### src/rtl/dram_port_arbiter.sv
// Round-robin arbiter giving four cores one-at-a-time access to a single-port DRAM.
// Write ack 2 cycles after the IDLE sample, read ack 2+READ_LATENCY; requests are held by the core until acked.
module dram_port_arbiter #(
  parameter int N_CORES      = 4,
  parameter int ADDR_W       = 16,
  parameter int DATA_W       = 8,
  parameter int READ_LATENCY = 2
) (
  input  logic                      i_clk,
  input  logic                      i_rst,
  input  logic [N_CORES-1:0]        i_req_rd,
  input  logic [N_CORES-1:0]        i_req_wr,
  input  logic [N_CORES*ADDR_W-1:0] i_addr,
  input  logic [N_CORES*DATA_W-1:0] i_wdata,
  output logic [N_CORES-1:0]        o_ack,
  output logic [DATA_W-1:0]         o_rdata,
  output logic                      o_busy,
  output logic [ADDR_W-1:0]         o_mem_addr,
  output logic [DATA_W-1:0]         o_mem_wdata,
  output logic                      o_mem_rden,
  output logic                      o_mem_wren,
  input  logic [DATA_W-1:0]         i_mem_q
);

  localparam int IDX_W = (N_CORES > 1) ? $clog2(N_CORES) : 1;
  localparam int CNT_W = (READ_LATENCY > 1) ? $clog2(READ_LATENCY) : 1;

  typedef enum logic [1:0] {S_IDLE, S_ISSUE, S_WAIT, S_DONE} state_t;

  state_t              state_q, state_d;
  logic [IDX_W-1:0]    ptr_q, ptr_d;
  logic [IDX_W-1:0]    win_q, win_d;
  logic                wr_q, wr_d;
  logic [ADDR_W-1:0]   addr_q, addr_d;
  logic [DATA_W-1:0]   wdata_q, wdata_d;
  logic [CNT_W-1:0]    cnt_q, cnt_d;
  logic [DATA_W-1:0]   rdata_q, rdata_d;

  logic [N_CORES-1:0]  req;
  logic                grant_vld;
  logic [IDX_W-1:0]    grant_idx;
  logic [IDX_W-1:0]    cand;

  assign req = i_req_rd | i_req_wr;

  // Scan from the farthest offset down so the requester closest to the pointer wins.
  always_comb begin
    grant_vld = 1'b0;
    grant_idx = '0;
    cand      = '0;
    for (int i = N_CORES - 1; i >= 0; i--) begin
      cand = IDX_W'((32'(ptr_q) + 32'(i)) % 32'(N_CORES));
      if (req[cand]) begin
        grant_vld = 1'b1;
        grant_idx = cand;
      end
    end
  end

  always_ff @(posedge i_clk or posedge i_rst) begin
    if (i_rst) begin
      state_q <= S_IDLE;
      ptr_q   <= '0;
      win_q   <= '0;
      wr_q    <= 1'b0;
      addr_q  <= '0;
      wdata_q <= '0;
      cnt_q   <= '0;
      rdata_q <= '0;
    end else begin
      state_q <= state_d;
      ptr_q   <= ptr_d;
      win_q   <= win_d;
      wr_q    <= wr_d;
      addr_q  <= addr_d;
      wdata_q <= wdata_d;
      cnt_q   <= cnt_d;
      rdata_q <= rdata_d;
    end
  end

  always_comb begin
    state_d = state_q;
    ptr_d   = ptr_q;
    win_d   = win_q;
    wr_d    = wr_q;
    addr_d  = addr_q;
    wdata_d = wdata_q;
    cnt_d   = cnt_q;
    rdata_d = rdata_q;
    case (state_q)
      S_IDLE: begin
        if (grant_vld) begin
          // A simultaneous rd+wr from one core services the write; the read stays pending.
          win_d   = grant_idx;
          wr_d    = i_req_wr[grant_idx];
          addr_d  = i_addr[grant_idx*ADDR_W +: ADDR_W];
          wdata_d = i_wdata[grant_idx*DATA_W +: DATA_W];
          state_d = S_ISSUE;
        end
      end
      S_ISSUE: begin
        if (wr_q) begin
          state_d = S_DONE;
        end else begin
          cnt_d   = CNT_W'(READ_LATENCY - 1);
          state_d = S_WAIT;
        end
      end
      S_WAIT: begin
        if (cnt_q == '0) begin
          rdata_d = i_mem_q;
          state_d = S_DONE;
        end else begin
          cnt_d = cnt_q - 1'b1;
        end
      end
      S_DONE: begin
        ptr_d   = (win_q == IDX_W'(N_CORES - 1)) ? '0 : win_q + 1'b1;
        state_d = S_IDLE;
      end
      default: state_d = S_IDLE;
    endcase
  end

  always_comb begin
    o_ack      = '0;
    o_busy     = (state_q != S_IDLE);
    o_mem_rden = (state_q == S_ISSUE) && !wr_q;
    o_mem_wren = (state_q == S_ISSUE) && wr_q;
    if (state_q == S_DONE) begin
      o_ack[win_q] = 1'b1;
    end
  end

  assign o_rdata     = rdata_q;
  assign o_mem_addr  = addr_q;
  assign o_mem_wdata = wdata_q;

endmodule
### config.mk
export PLATFORM = sky130hd
export DESIGN_NAME = dram_port_arbiter
export DESIGN_NICKNAME = d
export VERILOG_FILES = /design/src/rtl/dram_port_arbiter.sv
export SDC_FILE = /design/constraint.sdc
export NUM_CORES = 1
export LEC_CHECK = 0
export CAP_MARGIN = 20
export CORE_AREA = 4 4 83 85
export DETAILED_ROUTE_END_ITERATION = 8
export DIE_AREA = 0 0 87 89
export PLACE_DENSITY = 0.93
export SYNTH_ARGS = -nofsm -noshare
export SYNTH_HDL_FRONTEND = slang
export SYNTH_SLANG_ARGS = --single-unit
### constraint.sdc
create_clock -name i_clk -period 4.6 [get_ports i_clk]
set_input_delay 0.92 -clock i_clk [delete_from_list [all_inputs] [get_ports i_clk]]
set_output_delay 0.92 -clock i_clk [all_outputs]
set_load 0.005 [all_outputs]
* Word level (Yosys, flattened, before mapping) *
Cells that the tools add are included.

word-level totals
  flip-flop bits (word level) = 40
  bits of input ports = 114
  word-level logic and storage cells = 71

cells by class
  $add $sub $neg = 5
  magnitude comparators = 7
  equal/unequal tests = 7
  shift-type cells = 2
  multiplexer cells = 29
  bitwise logic cells = 2
  reduce and logical (&&, ||, !) cells = 11

operator list
  kind                                                                    number
  64-bit by 7-bit indexed part select with 16-bit output                  1
  32-bit by 6-bit indexed part select with 8-bit output                   1
  2-bit by 3-bit < comparator with 1-bit output (second input constant)   6
  2-bit 2-to-1 mux                                                        7
  1-bit 2-to-1 mux                                                        13
  1-bit binary-select mux with 2-bit select                               5
  2-bit case mux with 4 select lines                                      1
  2-bit AND reduction                                                     4
  2-bit equality test (second input constant)                             3
  2-bit != test (second input constant)                                   3
  2-bit by 1-bit adder with 2-bit output (second input constant)          2
  2-bit adder (second input constant)                                     2
  4-bit 2-to-1 mux                                                        1
  4-bit OR                                                                1
  2-bit nonzero test                                                      2
  1-bit logical AND                                                       3
  1-bit demux with 2-bit select                                           1
  2-bit by 1-bit equality test with 1-bit output (second input constant)  1
  2-bit by 1-bit >= comparator with 1-bit output (second input constant)  1
  2-bit zero test                                                         1
  1-bit case mux with 2 select lines                                      1
  1-bit zero test                                                         1
  1-bit inverter                                                          1
  1-bit subtractor (second input constant)                                1

* Logic depth before layout (Yosys ltp) *
Gate-level depths: netlist (run 1).

  depth in word-level cells = 9
  mapped depth = 7
  depth with buffers taken out = 6

* Worst setup path before layout (run 1) *
No wires, ideal clock.

  kind = input port to flip-flop
  start = input port i_req_rd[1]
  end = register wdata_q[0] (netlist: o_mem_wdata[0])
  setup time = 0.142 ns
  arrival time = 2.048 ns
  slack = 2.409 ns
  stages on the path = 7
  buffers on the path = 2
  cells stage by stage = or2_1 nor3b_2 o31a_1 buf_6 buf_6 mux2i_1 o221ai_1

on the way
  word-level cells in the longest chain between the ends = 8
  elaborated cells on any way between the ends = 19
  classes of those cells = 1 x shift; 16 x mux; 1 x bitwise; 1 x reduce/logical

ends and longest elaborated chain
  element                                                                                       line  RTL
  start, declared                                                                               11    input logic [N_CORES-1:0] i_req_rd,
  4-bit OR (*)                                                                                  44    assign req = i_req_rd | i_req_wr;
  1-bit binary-select mux with 2-bit select                                                     53    if (req[cand]) begin
  1-bit 2-to-1 mux (not written as such)                                                        53
  2-bit 2-to-1 mux or 1-bit 2-to-1 mux (tied branches) (4 in series)                            53
  32-bit by 6-bit indexed part select with 8-bit output or 2-bit AND reduction (tied branches)  n/a
  end signal, assigned                                                                          76    wdata_q <= wdata_d;
  end, declared                                                                                 35    logic [DATA_W-1:0] wdata_q, wdata_d;

Mark *: on every way between the ends. The rest lies on a longest branch, timed or not. The select of a mux whose other input is x is not followed.
A chain may end at the register's enable or synchronous reset.

* Final worst setup path (run 1) *
  start = input port i_req_wr[1]
  end = register addr_q[5] (netlist: o_mem_addr[5])

on the way
  word-level cells in the longest chain between the ends = 8
  elaborated cells on any way between the ends = 19
  classes of those cells = 1 x shift; 16 x mux; 1 x bitwise; 1 x reduce/logical

ends and longest elaborated chain
  element                                                                                        line  RTL
  start, declared                                                                                12    input logic [N_CORES-1:0] i_req_wr,
  4-bit OR (*)                                                                                   44
  1-bit binary-select mux with 2-bit select                                                      53
  1-bit 2-to-1 mux (not written as such)                                                         53
  2-bit 2-to-1 mux or 1-bit 2-to-1 mux (tied branches) (4 in series)                             53
  64-bit by 7-bit indexed part select with 16-bit output or 2-bit AND reduction (tied branches)  n/a
  end signal, assigned                                                                           75    addr_q <= addr_d;
  end, declared                                                                                  34    logic [ADDR_W-1:0] addr_q, addr_d;

Marked as above.

==> results of run 1 <==
-- power by group through the flow --
stage,clock (uW),combinational (uW),sequential [uW]
2_1_floorplan,0,747,647
3_3_place_gp,0,1250,642
3_5_place_dp,0,1290,653
5_1_grt,339,1400,673
6_report,315,1280,647
4_1_cts,323,1300,648
-- cells in the final DEF (no fill, tap or decap), types with 2 or more instances in the layout --
master,netlist,layout
clkdlybuf4s50_1,0,152
mux2i_1,49,49
dfrtp_1,40,40
nand2_1,29,29
o221ai_1,25,25
mux2_2,11,11
ha_1,9,9
clkbuf_8,0,7
inv_1,7,6
nor2_1,6,6
and2_1,5,5
nor3_1,4,4
o21ai_0,3,3
or2_1,3,3
buf_4,0,3
a22oi_1,2,2
-- state kept, by name, indices dropped and copies added (netlist names) --
signal,cells
cnt_q,1
o_mem_addr,16
o_mem_wdata,8
o_rdata,8
ptr_q,2
state_q,2
win_q,2
wr_q,1
-- worst max-delay path, stage by stage --
cell and delay (ps):
clkdlybuf4s50_1 450, or2_1 280, nor3b_2 210, o31a_2 740, buf_12 290, mux2i_1 250
o221ai_1 150
-- metal layers --
layer	wire, um	GRT usage [%]	up-vias
met1	2750	20.7	1106
met2	4160	35.9	96
met5	0	0	-
met4	112	6.66	0
li1	-	-	1112
met3	605	5.62	10
-- cells by family (layout without fill, tap and decap cells) --
family | Yosys count | count (layout)
adder cells (fa/ha/maj) | 9 | 9
flip-flops | 40 | 40
multiplexers | 60 | 60
AND/OR/NAND/NOR | 53 | 53
buffers and inverters | 20 | 171
AO/OA/AOI/OAI | 38 | 38
-- stage by stage --
stage	worst slack, ps	total power [uW]
5_1_grt	1320	2410
3_5_place_dp	1170	1950
4_1_cts	1480	2270
3_3_place_gp	1320	1890
6_report	1430	2240
2_1_floorplan	2410	1390
-- final cells by class --
type	count	area share (%)
timing repair buffer	156	38.2
multi-input combinational	160	31.3
sequential	40	24.4
clock buffer	7	2.35
tap	77	2.35
clock inverter	1	0.733
inverter	7	0.642
-- path summary, 6_finish.rpt --
path / start / end / depth (start not counted)
setup reg to reg: ptr_q[1] / o_mem_addr[5] / 6
min in group asynchronous: i_rst / o_rdata[7] / 3
setup / recovery: i_req_wr[1] / o_mem_addr[5] / 7
max in group asynchronous: i_rst / o_mem_addr[8] / 3
hold / removal: o_mem_addr[2] / o_mem_addr[2] / 2
hold reg to reg: o_mem_addr[2] / o_mem_addr[2] / 2
==> results.ini, run 1 <==
[outcome]
status = finished clean

[logic_synthesis]
async_flop_share_pct = 100
synth_common_cells = 49 x mux2i_1, 40 x dfrtp_1, 29 x nand2_1, 25 x o221ai_1, 11 x mux2_2
synth_top_family_by_area = multiplexers
avgSynthCellArea_sq_um = 11.0
synthMuxAreaShare_pct = 25.4
postSynthCellCount = 220
synth-seq-cells = 40
synth.area.top_cells = dfrtp_1 41%, mux2i_1 20%, o221ai_1 9.1%
yosys_warnings = 0
synth_fp_nets = 343
synthesis.area_sq_um = 2420
seq_area_frac_synth_pct = 41.4
synth_top_cell_area_share_pct = 41.4
synthAdderAreaFrac_pct = 4.66
synthXorXnorAreaFrac_pct = 0
synth-edff-count = 0
synthFlopType = dfrtp_1
synth_cell_type_count = 30
yosys.area_share.simple_pct = 10.1
synth_most_common_cell = mux2i_1
synth_compound_area_share_pct = 12.8
yosysTopAreaCell = dfrtp_1

[grt]
grt_usage_pct = 19.3
grt_pass1_wl_um = 11500
grt_pass1_vias = 2353
grt-ovfl-total = 0
grt_max_degree = 41
antenna_found_initial = 0

[pwr]
peakVddDrop_mv = 0.321
p_leak_uw = 0.00177
swShare_pct = 35.0
clock_power_share_pct = 14.0
p_int_uw = 1460
seqPwrFrac_pct = 28.8
combinationalPowerShare_pct = 57.2
p_per_area_nw_per_um2 = 548
netSwitchingPower_uw = 786

[timing]
fmax_mhz = 316
drv_slew = 0
worst_pin_slew_ps = 929
period_minus_slack_ps = 3170
whs_ps = 492
slew_headroom_pct = 38.1
fin_skew_ps = 4.46
finalCritPeriodShare_pct = 68.9
setup_tns_ps = 0
setup_viol = 0
grt_setup_unrepaired = false
report.final.hold_viol_count = 0

[finish]
area_growth_pct = 69.4
multi_input_area_sq_um = 1280
fin_cells = 448
regArea_sq_um = 1000
postLayoutCoreUtil_pct = 66.0
drive_gt1_share_pct = 7.01
diodes = 0
final_area_sq_um = 4100
nets = 493
nFillCells = 494

[floorplanning]
pin_count = 153
die_y_um = 89
die_x_um = 87
die_area_sq_um = 7740
initial_utilization_pct = 39.0
rows = 29
coreArea_sq_um = 6200

[clock_network]
cts_tree = done
post_cts_resized = 0
cts_buffers = 5
holdBufCountCts = 0
postCtsSetupBuffers = 0
cts_root_buffer = clkbuf_8
clk_latency_ps = 280
cts_buffer_depth = 2
clkTransAtPathRegs_ps = 80
cts_sinks = 40
h-tree-depth = 2

[run]
drv_cap = 0

[setup_path]
worst_setup_path_start_kind = primary input
critPathKind = in2reg
crit_fanout = 27
required_ps = 4730
endpoint_kind = register
worstPathArrival_ps = 3290
regToRegSetupSlack_ps = 2210

[place]
portBuffers = 152
dp_hpwl_um = 5980
gp_congestion = 0.845
placed_area_sq_um = 3970
placed_cells = 440

[routing]
ant_nets = 0
drtIter0Drc = 79
drc = 0
viasPerCell = 5.19
vias = 2324
dr.pass1.iters = 4
drt_wl_total_um = 7630
wl_per_cell_um = 17.0

[min_path]
hold_class = reg2reg

(Power assumes the default switching activity.)
==> inputs of run 2 (changes only) <==
CORE_AREA = 4 4 86 88   (was 4 4 83 85)
DIE_AREA = 0 0 90 92   (was 0 0 87 89)
PLACE_DENSITY = 0.88   (was 0.93)
clock period = 3.2 ns   (was 4.6 ns; I/O delays follow)
==> run 2 against run 1 <==
  * Critical path depth unchanged
  * Combinational power up 48%
  * Register-to-register slack worse by 940 ps
  * Cell area up 0.12%
  * Clock power up 10%
  * First-iteration DRC count down 15%
  * Core utilization down 4.3 points
  * Largest cell class unchanged
  * Power up 41%
  * Sequential share of layout area about the same
==> results.ini, run 2 (same netlist as run 1, synthesis figures left out) <==
[timing]
slew_headroom_pct = 48.1  ; +10 points
worst_pin_slew_ps = 773  ; -156 ps
report.final.hold_viol_count = 0  ; unchanged
setup_viol = 0  ; unchanged
setup_tns_ps = 0  ; unchanged
finalCritPeriodShare_pct = 75.9
grt_setup_unrepaired = false
fin_skew_ps = 2.13  ; -2.32 ps
drv_slew = 0  ; unchanged
fmax_mhz = 412
period_minus_slack_ps = 2430

[finish]
area_growth_pct = 69.6
nets = 498  ; +1.0%
final_cell_mix = 152 x clkdlybuf4s50_1, 49 x mux2i_1, 40 x dfrtp_1
final_common_cell = clkdlybuf4s50_1
diodes = 0  ; unchanged
drive_gt1_share_pct = 7.71  ; +0.70 points
largest_reg_flops = 16  ; unchanged
final_area_sq_um = 4100  ; +0.12%

[pwr]
netSwitchingPower_uw = 1140  ; +46%
p_per_area_nw_per_um2 = 774  ; +41%
seqPwrFrac_pct = 29.4  ; +0.6 points
p_int_uw = 2030  ; +39%
p_leak_uw = 0.00178  ; +0.22%
peakVddDrop_mv = 0.331  ; +3.1%
clock_power_share_pct = 10.9  ; -3.1 points
combinationalPowerShare_pct = 59.6  ; +2.4 points
swShare_pct = 36.0  ; +1.0 points

[clock_network]
holdBufCountCts = 0  ; unchanged
cts_sinks = 40  ; unchanged
cts_tree = done
clkTransAtPathRegs_ps = 80  ; about the same
cts_buffer_depth = 2  ; unchanged
clk_latency_ps = 280  ; about the same
cts_root_buffer = clkbuf_8
post_cts_resized = 0  ; unchanged
cts_buffers = 5  ; unchanged
h-tree-depth = 2  ; unchanged
postCtsSetupBuffers = 0  ; unchanged

[setup_path]
slowest_delay_ps = 440  ; -300 ps
critPathKind = in2reg
r2r_cells = 6  ; unchanged
critPathBufInv = 2  ; unchanged
crit_family = buffers and inverters
required_ps = 3350  ; -1380 ps
cp_cell_sequence = clkdlybuf4s50_1 > or2_1 > nor3b_2 > o31a_2 > buf_4 > mux2i_1 > o221ai_1
crit_fanout = 12  ; -56%
endpoint_kind = register
worstPathArrival_ps = 2570  ; -720 ps
cp.depth = 7  ; unchanged
worst_setup_path_start_kind = primary input
slowest_stage = clkdlybuf4s50_1

[min_path]
hold_class = reg2reg
whs_path_depth = 2  ; unchanged

[grt]
antenna_found_initial = 0  ; unchanged
grt_max_degree = 27  ; -34%
grt-ovfl-total = 0  ; unchanged
grt_usage_pct = 18.6  ; -0.66 points
grt_pass1_wl_um = 12400  ; +8.3%
grt_pass1_vias = 2660  ; +13%

[place]
portBuffers = 152  ; unchanged
dp_hpwl_um = 6270  ; +4.8%
gp_congestion = 0.807  ; -4.5%
placed_area_sq_um = 4010  ; +1.0%

[outcome]
status = finished clean

[routing]
dr.pass1.iters = 4  ; unchanged
ant_nets = 0  ; unchanged
viasPerCell = 5.14  ; -0.82%
drtIter0Drc = 67  ; -15%
drt_wl_total_um = 7770  ; +1.9%
drc = 0  ; unchanged
wl_per_cell_um = 17.0  ; +0.13%
vias = 2346  ; +0.95%

[floorplanning]
die_area_sq_um = 8280  ; +6.9%
pin_count = 153  ; unchanged
die_y_um = 92  ; +3.4%
die_x_um = 90  ; +3.4%
coreArea_sq_um = 6640  ; +7.1%
rows = 30  ; +3.4%
initial_utilization_pct = 36.4  ; -2.6 points

[run]
drv_cap = 0  ; unchanged

-- run 2: cell count changes in the layout (fill, tap and decap cells not counted) --
cell       previous run  this run
buf_4                 3         8
clkbuf_1              0         2
bufinv_16             1         0
clkbuf_8              7         6
-- run 2: final cells by class --
class	instances	area [sq um]
Clock buffer	8	90.1
Fill cell	561	2540
Inverter	7	26.3
Multi-Input combinational cell	160	1280
Sequential cell	40	1000
Tap cell	80	100
Timing Repair Buffer	161	1600
-- run 2: power by group through the flow --
stage	combinational, uW	clock (uW)	sequential [uW]
3_3_place_gp	1840	0	929
2_1_floorplan	1070	0	930
3_5_place_dp	1910	0	942
5_1_grt	2070	384	968
6_report	1890	347	935
4_1_cts	1910	358	936
-- run 2: worst paths after layout --
path / from / endpoint / slack, ps
max in group asynchronous: i_rst / o_mem_wdata[2] / 1780
worst min register to register: o_mem_wdata[6] / o_mem_wdata[6] / 490
worst min-delay path: o_mem_wdata[6] / o_mem_wdata[6] / 490
worst max register to register: ptr_q[1] / o_mem_addr[8] / 1270
min in group asynchronous: i_rst / o_rdata[3] / 740
worst max-delay path: i_req_wr[1] / o_mem_addr[8] / 770
-- run 2: worst min-delay path, stage by stage, from the launching register on --
cell      delay, ps
dfrtp_1         350
nand2_1          50
o221ai_1         60
-- run 2: stage by stage --
step | total power [uW] | setup slack, ps | cells | hold WS (ps) | util (%)
CTS | 3210 | 796 | 456 | 498 | 61.7
floorplan | 2000 | 1290 | 220 | 470 | -
finish | 3170 | 772 | 456 | 495 | 61.7
detailed placement | 2850 | 472 | 448 | 474 | 60.4
global route | 3420 | 629 | 456 | 533 | 61.7
global placement | 2760 | 623 | 448 | 469 | 60.4
-- run 2: routing by layer --
layer	share of wire (%)	wire length (um)	GRT usage, %
met2	56	4380	37.6
met4	1.1	82	5.23
met1	37	2860	18.6
met5	0	0	0
met3	5.9	457	4.51
